**config.mk**
```make
export PLATFORM = sky130hd
export DESIGN_NAME = sdram_port_arbiter
export DESIGN_NICKNAME = d
export VERILOG_FILES = /design/src/rtl/sdram_arb_pkg.sv /design/src/rtl/arb_tag_fifo.sv /design/src/rtl/sdram_port_arbiter.sv
export SDC_FILE = /design/constraint.sdc
export NUM_CORES = 1
export LEC_CHECK = 0
export ABC_AREA = 1
export BUFFER_PORTS_ARGS = -buffer_cell sky130_fd_sc_hd__buf_2
export CORE_AREA = 2 2 110 112
export DETAILED_ROUTE_END_ITERATION = 16
export DIE_AREA = 0 0 112 114
export PLACE_DENSITY = 0.65
export SLEW_MARGIN = 0
export SYNTH_ARGS = -nofsm -noshare
export SYNTH_HDL_FRONTEND = slang
export SYNTH_SLANG_ARGS = --single-unit
```
**constraint.sdc**
```tcl
create_clock -name clk_clk -period 3.4 [get_ports clk_clk]
set_clock_uncertainty 0.15 [all_clocks]
set_input_delay 0.34 -clock clk_clk [delete_from_list [all_inputs] [get_ports clk_clk]]
set_output_delay 0.34 -clock clk_clk [all_outputs]
set_load 0.01 [all_outputs]
```
**src/rtl/sdram_arb_pkg.sv**
```systemverilog
// sdram_arb_pkg: shared types for the two-master SDRAM port arbiter.
//   arb_state_t : arbiter FSM states
//   port_id_t   : master identifier carried in the read tag FIFO
//   arb_pick()  : fixed-priority pick with forced port-1 override
package sdram_arb_pkg;

   localparam int unsigned DEF_ADDR_W = 22;
   localparam int unsigned DEF_DATA_W = 32;

   typedef enum logic [1:0] {IDLE, GRANT0, GRANT1} arb_state_t;

   typedef logic port_id_t;

   // Port 0 wins unless port 1 has been starved long enough to be forced.
   function automatic arb_state_t arb_pick(input logic req0, input logic req1,
                                           input logic force1);
      if (req1 && force1) return GRANT1;
      if (req0)           return GRANT0;
      if (req1)           return GRANT1;
      return IDLE;
   endfunction

endpackage

```
**src/rtl/arb_tag_fifo.sv**
```systemverilog
// arb_tag_fifo: DEPTH x 1-bit FIFO holding the issuing port of each
// outstanding read. Push while full and pop while empty are ignored;
// simultaneous push/pop leaves the count unchanged.
//   i_clk, i_rst_n : clock, async active-low reset (flushes FIFO)
//   i_push, i_tag  : write a tag
//   i_pop          : drop the head tag
//   o_head         : tag at head
//   o_full/o_empty : occupancy flags
module arb_tag_fifo
   import sdram_arb_pkg::*;
#(
   parameter int unsigned DEPTH = 8
) (
   input  logic     i_clk,
   input  logic     i_rst_n,
   input  logic     i_push,
   input  port_id_t i_tag,
   input  logic     i_pop,
   output port_id_t o_head,
   output logic     o_full,
   output logic     o_empty
);

   localparam int unsigned PW = $clog2(DEPTH);
   localparam logic [PW:0] FULL_CNT = (PW+1)'(DEPTH);

   logic [DEPTH-1:0] r_mem;
   logic [PW-1:0]    r_wr, r_rd;
   logic [PW:0]      r_cnt;
   logic             w_push, w_pop;

   assign o_full  = (r_cnt == FULL_CNT);
   assign o_empty = (r_cnt == '0);
   assign o_head  = r_mem[r_rd];
   assign w_push  = i_push & ~o_full;
   assign w_pop   = i_pop & ~o_empty;

   always_ff @(posedge i_clk or negedge i_rst_n) begin
      if (!i_rst_n) begin
         r_mem <= '0;
         r_wr  <= '0;
         r_rd  <= '0;
         r_cnt <= '0;
      end else begin
         if (w_push) begin
            r_mem[r_wr] <= i_tag;
            r_wr        <= r_wr + 1'b1;
         end
         if (w_pop) r_rd <= r_rd + 1'b1;
         case ({w_push, w_pop})
            2'b10:   r_cnt <= r_cnt + 1'b1;
            2'b01:   r_cnt <= r_cnt - 1'b1;
            default: r_cnt <= r_cnt;
         endcase
      end
   end

endmodule

```
**src/rtl/sdram_port_arbiter.sv**
```systemverilog
// sdram_port_arbiter: two-master Avalon-MM arbiter in front of the SDRAM
// controller slave. Port 0 (DAC playback) has priority; port 1 (CPU/loader)
// is forced after STARVE_LIMIT consecutive port-0 acceptances. Pipelined
// read beats are routed back through a tag FIFO of MAX_PEND entries.
//   clk_clk, reset_reset_n   : clock, async active-low reset
//   p0_*/p1_*                : master ports (address/read/write/writedata/
//                              byteenable in; waitrequest/readdata/
//                              readdatavalid out)
//   s_*                      : slave side toward the SDRAM controller
// Optional: define ARB_STATS_EN to add p0_grant_cnt, p1_grant_cnt and
// p1_stall_max statistics outputs.
module sdram_port_arbiter
   import sdram_arb_pkg::*;
#(
   parameter int unsigned ADDR_W       = DEF_ADDR_W,
   parameter int unsigned DATA_W       = DEF_DATA_W,
   parameter int unsigned MAX_PEND     = 8,
   parameter int unsigned STARVE_LIMIT = 16
) (
   input  logic                clk_clk,
   input  logic                reset_reset_n,
   input  logic [ADDR_W-1:0]   p0_address,
   input  logic                p0_read,
   input  logic                p0_write,
   input  logic [DATA_W-1:0]   p0_writedata,
   input  logic [DATA_W/8-1:0] p0_byteenable,
   output logic                p0_waitrequest,
   output logic [DATA_W-1:0]   p0_readdata,
   output logic                p0_readdatavalid,
   input  logic [ADDR_W-1:0]   p1_address,
   input  logic                p1_read,
   input  logic                p1_write,
   input  logic [DATA_W-1:0]   p1_writedata,
   input  logic [DATA_W/8-1:0] p1_byteenable,
   output logic                p1_waitrequest,
   output logic [DATA_W-1:0]   p1_readdata,
   output logic                p1_readdatavalid,
   output logic [ADDR_W-1:0]   s_address,
   output logic                s_read,
   output logic                s_write,
   output logic [DATA_W-1:0]   s_writedata,
   output logic [DATA_W/8-1:0] s_byteenable,
   input  logic                s_waitrequest,
   input  logic [DATA_W-1:0]   s_readdata,
   input  logic                s_readdatavalid
`ifdef ARB_STATS_EN
   ,
   output logic [15:0]         p0_grant_cnt,
   output logic [15:0]         p1_grant_cnt,
   output logic [15:0]         p1_stall_max
`endif
);

   localparam int unsigned SW = $clog2(STARVE_LIMIT + 1);
   localparam logic [SW-1:0] STARVE_MAX = SW'(STARVE_LIMIT);

   // Reset asserts asynchronously and releases on a clock edge.
   logic [1:0] r_rst_sync;
   logic       w_rst_n;

   always_ff @(posedge clk_clk or negedge reset_reset_n) begin
      if (!reset_reset_n) r_rst_sync <= '0;
      else                r_rst_sync <= {r_rst_sync[0], 1'b1};
   end
   assign w_rst_n = r_rst_sync[1];

   arb_state_t          r_state, w_state_nxt;
   logic [SW-1:0]       r_starve, w_starve_nxt;
   logic                w_req0, w_req1;
   logic [ADDR_W-1:0]   w_sel_addr;
   logic [DATA_W-1:0]   w_sel_wdata;
   logic [DATA_W/8-1:0] w_sel_be;
   logic                w_sel_rd, w_sel_wr, w_stall;
   port_id_t            w_gid, w_head;
   logic                w_full, w_empty;
   logic                w_acc, w_acc0, w_acc1;

   assign w_req0 = p0_read | p0_write;
   assign w_req1 = p1_read | p1_write;

   always_comb begin
      w_sel_addr  = p0_address;
      w_sel_wdata = p0_writedata;
      w_sel_be    = p0_byteenable;
      w_sel_rd    = 1'b0;
      w_sel_wr    = 1'b0;
      w_gid       = 1'b0;
      unique case (r_state)
         GRANT0: begin
            w_sel_rd = p0_read;
            w_sel_wr = p0_write;
         end
         GRANT1: begin
            w_sel_addr  = p1_address;
            w_sel_wdata = p1_writedata;
            w_sel_be    = p1_byteenable;
            w_sel_rd    = p1_read;
            w_sel_wr    = p1_write;
            w_gid       = 1'b1;
         end
         default: ;
      endcase
   end

   // Read wins over a simultaneous write; reads are held off while the
   // tag FIFO is full, writes are not.
   assign s_address    = w_sel_addr;
   assign s_writedata  = w_sel_wdata;
   assign s_byteenable = w_sel_be;
   assign s_read       = w_sel_rd & ~w_full;
   assign s_write      = w_sel_wr & ~w_sel_rd;
   assign w_stall      = w_sel_rd ? (w_full | s_waitrequest) : s_waitrequest;

   assign p0_waitrequest = (r_state != GRANT0) | w_stall;
   assign p1_waitrequest = (r_state != GRANT1) | w_stall;

   assign w_acc  = (s_read | s_write) & ~s_waitrequest;
   assign w_acc0 = w_acc & (r_state == GRANT0);
   assign w_acc1 = w_acc & (r_state == GRANT1);

   // Arbitration looks at the post-update starve count so the acceptance
   // that reaches the limit hands the very next grant to port 1.
   always_comb begin
      w_starve_nxt = r_starve;
      if (!w_req1 || w_acc1)                    w_starve_nxt = '0;
      else if (w_acc0 && r_starve != STARVE_MAX) w_starve_nxt = r_starve + 1'b1;
   end

   always_comb begin
      w_state_nxt = r_state;
      unique case (r_state)
         IDLE:    w_state_nxt = arb_pick(w_req0, w_req1, w_starve_nxt == STARVE_MAX);
         GRANT0: begin
            if (w_acc)        w_state_nxt = arb_pick(w_req0, w_req1, w_starve_nxt == STARVE_MAX);
            else if (!w_req0) w_state_nxt = IDLE;
         end
         GRANT1: begin
            if (w_acc)        w_state_nxt = arb_pick(w_req0, w_req1, w_starve_nxt == STARVE_MAX);
            else if (!w_req1) w_state_nxt = IDLE;
         end
         default: w_state_nxt = IDLE;
      endcase
   end

   always_ff @(posedge clk_clk or negedge w_rst_n) begin
      if (!w_rst_n) begin
         r_state  <= IDLE;
         r_starve <= '0;
      end else begin
         r_state  <= w_state_nxt;
         r_starve <= w_starve_nxt;
      end
   end

   arb_tag_fifo #(.DEPTH(MAX_PEND)) u_tag_fifo (
      .i_clk   (clk_clk),
      .i_rst_n (w_rst_n),
      .i_push  (w_acc & s_read),
      .i_tag   (w_gid),
      .i_pop   (s_readdatavalid),
      .o_head  (w_head),
      .o_full  (w_full),
      .o_empty (w_empty)
   );

   // Beats arriving with no outstanding tag are dropped.
   assign p0_readdata      = s_readdata;
   assign p1_readdata      = s_readdata;
   assign p0_readdatavalid = s_readdatavalid & ~w_empty & (w_head == 1'b0);
   assign p1_readdatavalid = s_readdatavalid & ~w_empty & (w_head == 1'b1);

`ifdef ARB_STATS_EN
   logic [15:0] r_p0_cnt, r_p1_cnt, r_run, r_max, w_run_nxt;

   always_comb begin
      w_run_nxt = r_run;
      if (!w_req1 || w_acc1) w_run_nxt = '0;
      else if (r_run != '1)  w_run_nxt = r_run + 1'b1;
   end

   always_ff @(posedge clk_clk or negedge w_rst_n) begin
      if (!w_rst_n) begin
         r_p0_cnt <= '0;
         r_p1_cnt <= '0;
         r_run    <= '0;
         r_max    <= '0;
      end else begin
         if (w_acc0 && r_p0_cnt != '1) r_p0_cnt <= r_p0_cnt + 1'b1;
         if (w_acc1 && r_p1_cnt != '1) r_p1_cnt <= r_p1_cnt + 1'b1;
         r_run <= w_run_nxt;
         if (w_run_nxt > r_max) r_max <= w_run_nxt;
      end
   end

   assign p0_grant_cnt = r_p0_cnt;
   assign p1_grant_cnt = r_p1_cnt;
   assign p1_stall_max = r_max;
`endif

endmodule

```
## After elaboration in Yosys (flattened, before gate mapping)

Cells that the tools add are included.

- Add/sub/neg operators: 5
- Multiply operators: 0
- Divide/modulo/power cells: 0
- Magnitude comparators: 3
- Equal/unequal tests: 11
- Shift-type cells: 0
- Mux-type cells: 58
- Bitwise gates (word level): 21
- Reductions and logical operators: 9

Operator list:

| cell | count |
|---|---|
| $mux W2 | 16 |
| $mux W32 | 1 |
| $mux W1 | 30 |
| $mux W22 | 1 |
| $and A1 B1 Y1 | 10 |
| $mux W5 | 2 |
| $bwmux W8 | 1 |
| $lt A3 B4 Y1 const B | 2 |
| $pmux W4 S2 | 1 |
| $add A3 B1 Y3 const B | 2 |
| $ne A3 B3 Y1 const B | 2 |
| $or A1 B1 Y1 | 6 |
| $pmux W2 S3 | 1 |
| $add A5 B1 Y5 const B | 1 |
| $eq A5 B5 Y1 const B | 1 |
| $ne A5 B5 Y1 const B | 1 |
| $not A1 Y1 | 5 |
| $add A4 B1 Y4 const B | 1 |
| $eq A2 B1 Y1 const B | 2 |
| $eq A2 B2 Y1 const B | 2 |
| $eq A4 B4 Y1 const B | 1 |
| $logic_not A4 Y1 | 1 |
| $mux W4 | 1 |
| $pmux W1 S2 | 2 |
| other kinds (12) | 14 |

- Register bits: 27
- Latch bits: 0
- Memory bits (writable): 0
- Memory bits (read-only): 0
- Input bits: 156
- Output and inout bits: 128
- Memories: 0

## Longest topological paths before layout

- Depth in word-level cells: 27
- Depth in mapped cells: 16

## By module

From an unflattened synthesis, not the netlist that was laid out.

- Cell total of the unflattened synthesis: 383
- Area, all modules: 3,047.9 um^2

By module, submodules not included:

| module | instances | cells each | area an instance (um^2) | seq. area each (um^2) |
|---|---|---|---|---|
| sdram_port_arbiter | 1 | 232 | 1,914.3 | 225.2 |
| arb_tag_fifo | 1 | 151 | 1,133.6 | 450.4 |

## Worst setup path after synthesis

Ideal clock, no wire load.

- Kind: register to register
- From: reg r_state[1]
- To: reg u_tag_fifo.r_cnt[3]
- Setup time: 121 ps
- Arrival time: 2,219 ps
- Data required time: 3,129 ps
- Path slack: 910 ps
- Cell stages (with the launch flop): 16
- Clock period less this slack: 2,490 ps
- Cells stage by stage: dfrtp_1 inv_1 ha_1 buf_6 nand2_4 nand2_4 nand4_4 ha_1 ha_1 nand2_1 nor2_1 a211oi_1 nor2_1 nor2_1 nand2_1 xor2_1

- Word-level cells in the longest chain between the ends: 10

RTL lines:

| element | RTL line | source |
|---|---|---|
| from (decl) | sdram_port_arbiter.sv:67 | `arb_state_t r_state, w_state_nxt;` |
| from (signal assigned) | sdram_port_arbiter.sv:150 | `r_state <= w_state_nxt;` |
| $eq A2 B2 Y1 or $eq A2 B1 Y1 (tied branches) | sdram_port_arbiter.sv:88 | `unique case (r_state)` |
| $pmux W1 S2 | sdram_port_arbiter.sv:88 |  |
| $not A1 Y1 | sdram_port_arbiter.sv:111 | `assign s_write = w_sel_wr & ~w_sel_rd;` |
| $and A1 B1 Y1 | sdram_port_arbiter.sv:111 |  |
| $or A1 B1 Y1 | sdram_port_arbiter.sv:117 | `assign w_acc = (s_read \| s_write) & ~s_waitrequest;` |
| $and A1 B1 Y1 | sdram_port_arbiter.sv:117 |  |
| $and A1 B1 Y1 (*) | sdram_port_arbiter.sv:158 | `.i_push (w_acc & s_read),` |
| $and A1 B1 Y1 (*) | arb_tag_fifo.sv:35 | `assign w_push = i_push & ~o_full;` |
| $eq A2 B1 Y1 or $eq A2 B2 Y1 (tied branches) | arb_tag_fifo.sv:50 | `case ({w_push, w_pop})` |
| $pmux W4 S2 or $reduce_bool A2 Y1 (tied branches) | -- |  |
| to (signal assigned) | arb_tag_fifo.sv:51 | `2'b10: r_cnt <= r_cnt + 1'b1;` |
| to (signal assigned) | arb_tag_fifo.sv:52 | `2'b01: r_cnt <= r_cnt - 1'b1;` |
| to (signal assigned) | arb_tag_fifo.sv:53 | `default: r_cnt <= r_cnt;` |
| to (decl) | arb_tag_fifo.sv:29 | `logic [PW:0] r_cnt;` |

Every way passes the cells marked *; elsewhere a longest branch is shown, timed or not.
A chain may end at the register's enable or synchronous reset.

## Worst setup path after layout

Same ends and word-level chain as after synthesis.

==> impl_metrics.env <==
export IMPL_drc=0
export IMPL_antenna_cells=0
export IMPL_power_density_nw_per_um2=682
export IMPL_port_buffers=187
export IMPL_vdd_ir_drop_worst_mv=0.372
export IMPL_min_period_over_period_pct=82.3
export IMPL_cts_root_buf="sky130_fd_sc_hd__clkbuf_16"
export IMPL_cts_setup_buffers=0
export IMPL_boundaryPins=284
export IMPL_postSynthCellCount=458
export IMPL_ys_top_cells_by_area="sky130_fd_sc_hd__nand2_1 (29%), sky130_fd_sc_hd__dfrtp_1 (24%), sky130_fd_sc_hd__buf_4 (17%)"
export IMPL_tightestPinTransition_ns=1.07
export IMPL_finalHoldViolCount=0
export IMPL_tightest_hold_check_type="flip-flop to flip-flop"
export IMPL_post_route_min_period_ns=2.80
export IMPL_routedLengthMet1_um=4000
export IMPL_core_area_sq_um=11700
export IMPL_wl_per_cell_um=15.7
export IMPL_critical_path_arrival_ns=2.80
export IMPL_clock_tree_buffer_depth=2
export IMPL_synth_top_cell_by_area="sky130_fd_sc_hd__nand2_1"
export IMPL_multiInputGateArea_sq_um=1520
export IMPL_grt_usage_pct=16.8
export IMPL_timing_critical_path_fanout_max=10
export IMPL_clock_tree_from_tritoncts="built"
export IMPL_cts_sinks=27
export IMPL_dr_wl_met3_um=884
export IMPL_cts_buffers_inserted=3
export IMPL_synth_top_cell_area_share_pct=29.1
export IMPL_finalWirelength_um=11300
export IMPL_cts_repair_resize_count=0
export IMPL_rows=40
export IMPL_nFillCells=1363
export IMPL_worst_setup_path_start_kind="flip-flop"
export IMPL_timing_reg2reg_setup_slack_ns=0.60
export IMPL_maxCapViolations=0
export IMPL_num_nets_final=743
export IMPL_grt_first_pass_wirelength_um=16100
export IMPL_routed_top_layer="met4"
export IMPL_vias_in_the_first_global_route=2733
export IMPL_globalplace_congestion=0.817
export IMPL_synth_cell_types=31
export IMPL_drt_antenna_violating_nets=0
export IMPL_synth_area_per_cell_sq_um=6.26
export IMPL_clock_slew_seen_by_the_registers_of_the_worst_setup_and_hold_paths_ns=0.07
export IMPL_floorplan_initialDensity_pct=24.5
export IMPL_timing_slew_headroom_pct=29.0
export IMPL_dr_total_vias=3018
export IMPL_globalRoute_totalOverflow=0
export IMPL_detail_route_iter0_violations=85
export IMPL_clock_tree_htree_level_count=1
export IMPL_detail_route_vias_per_cell=4.19
export IMPL_die_x_um=112
export IMPL_achievable_frequency_mhz=357
export IMPL_grt_start_max_net_pins=61
export IMPL_grt_setup_unrepaired="false"
export IMPL_report_final_slew_viol_count=0
export IMPL_synth_warnings=0
export IMPL_area_growth_syn_to_layout_pct=24.3
export IMPL_report_final_setup_viol=0
export IMPL_grt_antenna_before_repair=2
export IMPL_setup_worst_path_class="flip-flop to flip-flop"
export IMPL_register_area_sq_um=676
export IMPL_routed_wl_met2_um=6360
export IMPL_synth_seq_cells=27
export IMPL_firstDrtPassIters=4
export IMPL_dpl_hpwl_um=9940
export IMPL_clk_insertion_delay_late_ns=0.26
export IMPL_outcome="completed"
export IMPL_die_area_sq_um=12800
export IMPL_worst_hold_slack_ns=0.209
export IMPL_synth_sequential_area_ratio_pct=23.6
export IMPL_fp_dieH_um=114
export IMPL_timing_setup_tns_ns=0
export IMPL_post_route_cells_drive_above_1_share_pct=36.8
export IMPL_setup_worst_path_end_class="flip-flop"
export IMPL_critical_path_required_ns=3.40
export IMPL_reported_leakage_power_nw=2.16
export IMPL_mappedNetlistArea_sq_um=2870
export IMPL_synthesis_nets=626
==> layer usage <==
layer | vias up | GRT usage [%]
li1 | 1558 | -
met2 | 148 | 34.2
met1 | 1304 | 17.4
met3 | 8 | 4.68
met4 | 0 | 2.60
met5 | - | 0
==> placed cells by master (no fill, tap or decap), types with 5 or more instances in the layout <==
| cell | count |
|---|---|
| sky130_fd_sc_hd__xor2_1 | 8 |
| sky130_fd_sc_hd__nand3_1 | 6 |
| sky130_fd_sc_hd__nand2_1 | 222 |
| sky130_fd_sc_hd__nand4_1 | 5 |
| sky130_fd_sc_hd__ha_1 | 10 |
| sky130_fd_sc_hd__buf_2 | 187 |
| sky130_fd_sc_hd__nor2_1 | 23 |
| sky130_fd_sc_hd__inv_1 | 29 |
| sky130_fd_sc_hd__dfrtp_1 | 27 |
| sky130_fd_sc_hd__o21ai_0 | 17 |
==> cell usage after synthesis (all sizes together) <==
| cell type | number |
|---|---|
| a211oi | 1 |
| a21boi | 1 |
| a21oi | 3 |
| buf | 66 |
| clkbuf | 13 |
| conb | 1 |
| dfrtp | 27 |
| fa | 1 |
| ha | 11 |
| inv | 31 |
| nand2 | 228 |
| nand3 | 9 |
| nand4 | 6 |
| nor2 | 24 |
| nor3 | 3 |
| nor3b | 1 |
| o21ai | 18 |
| o21bai | 1 |
| o22ai | 2 |
| or2 | 1 |
| xnor2 | 2 |
| xor2 | 8 |
==> sequential cells by signal, summed over array words and instances, names as in the netlist <==
name and cells:
r_state 2, u_tag_fifo.r_wr 3, u_tag_fifo.r_mem 8, r_starve 5, r_rst_sync 2, u_tag_fifo.r_cnt 4
u_tag_fifo.r_rd 3
==> area by class of cell <==
class,count,area share [%]
inverters,31,3.27
well taps,147,5.17
clock buffers,3,2.11
flip-flops and latches,27,19.0
multi-input cells,321,42.8
repair buffers,191,27.5
clock inverters,1,0.141
==> power breakdown <==
group,switching [mW],leakage (nW),internal (mW)
Sequential,0.0998,0.347,0.426
Combinational,1.04,1.77,0.591
Clock,0.112,0.0409,0.159
Total,1.25,2.16,1.18
==> cells by family after synthesis <==
family	synth area share, %
compound gates	5.15
xor+xnor	3.06
fa+ha+maj	5.50
buf+inv	23.3
flops	23.6
other cells	0.131
simple gates	39.3
==> worst paths after layout <==
| check | startpoint | endpoint | depth (start not counted) |
|---|---|---|---|
| worst max-delay path | r_state[1] | u_tag_fifo.r_cnt[3] | 14 |
| worst min-delay path | r_rst_sync[0] | r_rst_sync[1] | 0 |
| worst max register to register | r_state[1] | u_tag_fifo.r_cnt[3] | 14 |
| worst min register to register | r_rst_sync[0] | r_rst_sync[1] | 0 |
| max in group asynchronous | r_rst_sync[1] | r_starve[0] | 0 |
| min in group asynchronous | reset_reset_n | r_rst_sync[0] | 2 |
==> critical path, stage by stage (launching register included) <==
cell,delay [ns]
sky130_fd_sc_hd__dfrtp_1,0.41
sky130_fd_sc_hd__inv_1,0.09
sky130_fd_sc_hd__ha_1,0.40
sky130_fd_sc_hd__nand2_4,0.09
sky130_fd_sc_hd__nand2_4,0.10
sky130_fd_sc_hd__nand4_4,0.16
sky130_fd_sc_hd__ha_1,0.26
sky130_fd_sc_hd__ha_1,0.32
sky130_fd_sc_hd__nand2_1,0.09
sky130_fd_sc_hd__nor2_1,0.04
sky130_fd_sc_hd__a211oi_1,0.22
sky130_fd_sc_hd__nor2_1,0.07
sky130_fd_sc_hd__nor2_1,0.08
sky130_fd_sc_hd__nand2_1,0.06
sky130_fd_sc_hd__xor2_1,0.14
==> stage by stage <==
stage | power, mW | setup WS, ns | std cells | util [%] | area, sq um
after global placement | 2.19 | 0.677 | 716 | 29.6 | 3470
after CTS | 2.48 | 0.604 | 721 | 30.4 | 3560
final | 2.43 | 0.600 | 721 | 30.4 | 3560
after floorplan | 1.64 | 0.910 | 458 | - | 2870
after detailed placement | 2.20 | 0.613 | 716 | 29.6 | 3470
after global routing | 2.69 | 0.431 | 721 | 30.4 | 3560
==> repair_timing <==
action | 4_1_cts | 5_1_grt
hold buffers | 1 | 0
endpoints found under the hold margin | 2 | 0
endpoints found under the setup margin | 0 | 0
No activity file was read; power rests on OpenSTA's default activity.
